## src/rtl/mem_arbiter.sv

```systemverilog
// mem_arbiter: shares one unified instruction/data memory between the core's
// memory port and an external loader/debug port. Each transaction runs
// IDLE -> ISSUE -> (WAIT x MEM_LAT for reads) -> RESP -> IDLE.
//
// Handshake: a requester raises req with we/addr/wdata and holds them stable
// until it sees ack, which is a single-cycle pulse in the RESP cycle. For a
// read, rdata is valid in the ack cycle. It stays valid until that same
// requester's next read completes. Requests are only sampled in IDLE, so a
// req still high in the cycle after ack starts a new transaction.
module mem_arbiter #(
    parameter int ADDR_W         = 32,
    parameter int DATA_W         = 32,
    parameter int MEM_LAT        = 2,
    parameter int MAX_CORE_BURST = 4
) (
    input  logic              Clk,
    input  logic              Rst_n,
    input  logic              core_req,
    input  logic              core_we,
    input  logic [ADDR_W-1:0] core_addr,
    input  logic [DATA_W-1:0] core_wdata,
    output logic [DATA_W-1:0] core_rdata,
    output logic              core_ack,
    output logic              core_stall,
    input  logic              ldr_req,
    input  logic              ldr_we,
    input  logic [ADDR_W-1:0] ldr_addr,
    input  logic [DATA_W-1:0] ldr_wdata,
    output logic [DATA_W-1:0] ldr_rdata,
    output logic              ldr_ack,
    output logic              mem_en,
    output logic              mem_we,
    output logic [ADDR_W-1:0] mem_addr,
    output logic [DATA_W-1:0] mem_wdata,
    input  logic [DATA_W-1:0] mem_rdata,
    output logic              busy,
    output logic              owner,
    output logic [1:0]        dbg_state,
    output logic [3:0]        dbg_streak
);

    typedef enum logic [1:0] {
        S_IDLE  = 2'd0,
        S_ISSUE = 2'd1,
        S_WAIT  = 2'd2,
        S_RESP  = 2'd3
    } state_e;

    localparam logic [3:0] LAT   = 4'(MEM_LAT);
    localparam logic [3:0] MAX_B = 4'(MAX_CORE_BURST);

    state_e              state_q;
    logic [3:0]          cnt_q;
    logic [3:0]          streak_q;
    logic [3:0]          streak_d;
    logic                pick_ldr_d;
    logic                owner_q;
    logic                busy_q;
    logic                mem_en_q;
    logic                mem_we_q;
    logic [ADDR_W-1:0]   mem_addr_q;
    logic [DATA_W-1:0]   mem_wdata_q;
    logic [DATA_W-1:0]   core_rdata_q;
    logic [DATA_W-1:0]   ldr_rdata_q;
    logic                core_ack_q;
    logic                ldr_ack_q;

    // Arbitration: the core wins unless it has used up its burst allowance
    // while the loader was waiting. The streak only counts core grants made
    // while the loader was also requesting.
    always_comb begin
        pick_ldr_d = ldr_req & (~core_req | (streak_q == MAX_B));
        streak_d   = '0;
        if (!pick_ldr_d && ldr_req) begin
            streak_d = (streak_q == MAX_B) ? streak_q : streak_q + 4'd1;
        end
    end

    // Transaction sequencer; all outputs are registered here.
    always_ff @(posedge Clk or negedge Rst_n) begin
        if (!Rst_n) begin
            state_q      <= S_IDLE;
            cnt_q        <= '0;
            streak_q     <= '0;
            owner_q      <= 1'b0;
            busy_q       <= 1'b0;
            mem_en_q     <= 1'b0;
            mem_we_q     <= 1'b0;
            mem_addr_q   <= '0;
            mem_wdata_q  <= '0;
            core_rdata_q <= '0;
            ldr_rdata_q  <= '0;
            core_ack_q   <= 1'b0;
            ldr_ack_q    <= 1'b0;
        end else begin
            core_ack_q <= 1'b0;
            ldr_ack_q  <= 1'b0;
            mem_en_q   <= 1'b0;
            mem_we_q   <= 1'b0;
            case (state_q)
                S_IDLE: begin
                    if (core_req || ldr_req) begin
                        owner_q     <= pick_ldr_d;
                        streak_q    <= streak_d;
                        mem_en_q    <= 1'b1;
                        mem_we_q    <= pick_ldr_d ? ldr_we    : core_we;
                        mem_addr_q  <= pick_ldr_d ? ldr_addr  : core_addr;
                        mem_wdata_q <= pick_ldr_d ? ldr_wdata : core_wdata;
                        busy_q      <= 1'b1;
                        state_q     <= S_ISSUE;
                    end
                end
                S_ISSUE: begin
                    // mem_we_q still carries the latched direction this cycle.
                    if (mem_we_q) begin
                        core_ack_q <= ~owner_q;
                        ldr_ack_q  <= owner_q;
                        state_q    <= S_RESP;
                    end else begin
                        cnt_q   <= LAT;
                        state_q <= S_WAIT;
                    end
                end
                S_WAIT: begin
                    cnt_q <= cnt_q - 4'd1;
                    if (cnt_q == 4'd1) begin
                        if (owner_q) ldr_rdata_q  <= mem_rdata;
                        else         core_rdata_q <= mem_rdata;
                        core_ack_q <= ~owner_q;
                        ldr_ack_q  <= owner_q;
                        state_q    <= S_RESP;
                    end
                end
                S_RESP: begin
                    busy_q  <= 1'b0;
                    state_q <= S_IDLE;
                end
                default: state_q <= S_IDLE;
            endcase
        end
    end

    assign core_rdata = core_rdata_q;
    assign core_ack   = core_ack_q;
    assign core_stall = core_req & ~core_ack_q;
    assign ldr_rdata  = ldr_rdata_q;
    assign ldr_ack    = ldr_ack_q;
    assign mem_en     = mem_en_q;
    assign mem_we     = mem_we_q;
    assign mem_addr   = mem_addr_q;
    assign mem_wdata  = mem_wdata_q;
    assign busy       = busy_q;
    assign owner      = owner_q;
    assign dbg_state  = state_q;
    assign dbg_streak = streak_q;

endmodule

```

## config.mk

```make
export PLATFORM = sky130hd
export DESIGN_NAME = mem_arbiter
export DESIGN_NICKNAME = d
export VERILOG_FILES = /design/src/rtl/mem_arbiter.sv
export SDC_FILE = /design/constraint.sdc
export NUM_CORES = 1
export LEC_CHECK = 0
export CAP_MARGIN = 20
export CORE_ASPECT_RATIO = 1.5
export CORE_UTILIZATION = 35
export DETAILED_ROUTE_END_ITERATION = 7
export PLACE_DENSITY = 0.7
export SYNTH_ARGS = -nofsm -noshare
export SYNTH_HDL_FRONTEND = slang
export SYNTH_SLANG_ARGS = --single-unit
```

## constraint.sdc

```tcl
create_clock -name Clk -period 4.6 [get_ports Clk]
set_input_delay 0.46 -clock Clk [delete_from_list [all_inputs] [get_ports Clk]]
set_output_delay 0.46 -clock Clk [all_outputs]
set_load 0.005 [all_outputs]
```

==> results.md <==
* Yosys cell types at 45
* Maximum clock frequency at 414.9 MHz
* Detailed placement HPWL at 13.82 mm
* Mapped Area at 0.006609 mm²
* Seq/Total Area, Yosys at 0.5452
* CP endpoint: core_stall
* Sum Neg Setup Slack at 0 ns
* Die Y-Extent at 170.3 µm
* Period utilization at 0.5239
* Root Buffer: clkbuf_16
* Htree depth at 4
* Max Slew Vio Count at 0
* Vias in the first global route at 5796
* Post-cts sizing count at 0
* Diode count at 0
* Synth warn at 0
* Commonest non-fill, non-tap cells in the layout: clkdlybuf4s50_1, dfrtp_1, nand2_1, o211ai_1, nand4_1
* Post-Route WL at 20.00 mm
* Leak Pwr at 0.004243 µW
* Arr. time, crit path at 1.95 ns
* Placeable Area at 0.01855 mm²
* Cell Rows at 61
* DIE WIDTH at 114.2 µm
* DR vias at 5789
* Worst EP required at 4.14 ns
* Pre-antenna DRT Iters at 4
* Setup crit end kind: output pin
* Worst Tran Pin Value at 0.8997 ns
* # setup viols final at 0
* P&R area growth vs syn at 56.95%
* Routability Congestion at 0.7713
* R2R Setup Slk at 2.24 ns
* DR iter-0 viols at 334
* Slew HR at 0.4002
* Clock buffer count from CTS at 17
* Outcome: finished clean
* Power density over the cells at 552.3 mW/mm²
* Nets at 1050
* PortBufs at 306
* Largest net degree at the start of global routing at 69
* Commonest non-fill, non-tap cell in the layout: clkdlybuf4s50_1
* WL/cell at 17.54 µm
* Syn_nets at 766
* Post-DRT Antenna Nets at 0
* Worst skew pair latency at 0.42 ns
* # hold bufs at CTS at 1
* DR DRC count at 0
* Aggregate global routing overflow at 0
* Setup Buffers After CTS at 0
* Critical path fanouts, max at 64
* Fin. Hold Viols at 0
* Hold WS at 0.4019 ns
* Die footprint at 0.01945 mm²
* EDFF count, synth at 0
* Mean Syn Cell Area at 11.18 µm²
* First-pass GRT wire length at 30.84 mm
* Worst r2r dst: dbg_state[1]
* Fin crit period at 2.410 ns
* Initial Util at 0.3563
* Synth Flop Type: dfrtp_1
* Class of the worst hold path: in -> reg
* Worst-case clock buffer depth at 2
* Reg2reg start: dbg_state[0]
* Reg clk slew, reported paths at 0.07 ns
* I/O Pins at 307
* Startpoint types: input pin
* Synth Register Bits at 144
* Worst R2R Path Depth at 6
* Critical path class: in -> out
* Share of layout cells above drive strength 1 at 0.1329
* RSZ-0062 raised after global routing: false
* Post-Syn Instances at 591
* Final Skew at 0.01139 ns
* CTS tree: done
* Setup crit start: core_req
* DR vias/cell at 5.078
* Global Route Usage Sum at 0.2044
* Initial antenna violation count at 0
* Max Cap Viol at 0
* Max VDD drop at 0.3253 mV
* # fillers at 1630
* Ys async rst share at 1.000
* CTS sink count at 144
synthesized netlist by cell type (7+ instances only):
library cell	number	area, µm²
mux2_2	35	394.1
nand4_1	64	400.4
nand2_1	134	503.0
inv_1	10	37.54
mux2_4	30	450.4
dfrtp_1	144	3603
o211ai_1	65	488.0
nor2_1	7	26.28
clkbuf_1	28	105.1
ha_1	9	112.6
buf_2	15	75.07
registers in the layout, indices dropped and copies added (netlist names):
register,count
busy,1
core_ack,1
mem_wdata,32
mem_addr,32
ldr_ack,1
dbg_state,2
mem_en,1
ldr_rdata,32
mem_we,1
owner,1
dbg_streak,4
core_rdata,32
cnt_q,4
cell type report:
| cell class | instances | area [µm²] | area share |
|---|---|---|---|
| sequential | 144 | 3603 | 0.3474 |
| tap | 252 | 315.3 | 0.03040 |
| clock inverter | 14 | 142.6 | 0.01375 |
| timing repair buffer | 317 | 3144 | 0.3031 |
| inverter | 11 | 41.29 | 0.003981 |
| multi-input combinational | 384 | 2686 | 0.2590 |
| clock buffer | 18 | 439.2 | 0.04234 |
logic make-up (layout without fill, tap and decap cells):
group | count (synthesis) | after routing | share of synthesized area
compound gates | 86 | 86 | 0.09769
fa+ha+maj | 9 | 9 | 0.01704
buf+inv | 63 | 360 | 0.04998
flops | 144 | 144 | 0.5452
mux | 65 | 65 | 0.1278
simple gates | 224 | 224 | 0.1623
worst max-delay path, stage by stage:
cell             delay, ns
buf_2                 0.16
buf_4                 0.58
nor2b_1               0.21
clkdlybuf4s50_1       0.54
where the power goes:
part / internal, µW / switching [µW] / leakage (µW)
Combinational: 1390 / 965 / 0.00214
Sequential: 1740 / 279 / 0.00182
Clock: 777 / 582 / 0.000283
worst min path at each step:
stage | from | slack (ns) | endpoint | depth (start not counted)
2_1_floorplan | Rst_n | 0.16 | busy | 0
3_3_place_gp | Rst_n | 0.45 | ldr_rdata[16] | 1
3_5_place_dp | Rst_n | 0.45 | core_rdata[14] | 1
4_1_cts | core_req | 0.37 | mem_wdata[6] | 3
5_1_grt | core_req | 0.40 | mem_addr[28] | 3
6_report | core_req | 0.40 | mem_wdata[6] | 3
metal layers:
layer,wire (µm),share of wire,vias up,global-route usage
met5,0,0,-,0
met4,276,0.014,0,0.05308
met3,1481,0.074,20,0.06197
met2,10280,0.51,260,0.3613
met1,7964,0.40,2809,0.2385
li1,-,-,2700,-
through the flow:
stage / cells / util / worst slack, ns / cell area (µm²) / power [µW]
2_1_floorplan: 591 / - / 2.738 / 6609 / 3035
3_3_place_gp: 1107 / 0.5274 / 2.054 / 9781 / 4374
3_5_place_dp: 1107 / 0.5274 / 2.009 / 9781 / 4417
4_1_cts: 1140 / 0.5593 / 2.167 / 10370 / 5811
5_1_grt: 1140 / 0.5593 / 2.099 / 10370 / 6087
6_report: 1140 / 0.5593 / 2.190 / 10370 / 5729
No activity file was read; power rests on OpenSTA's default activity.
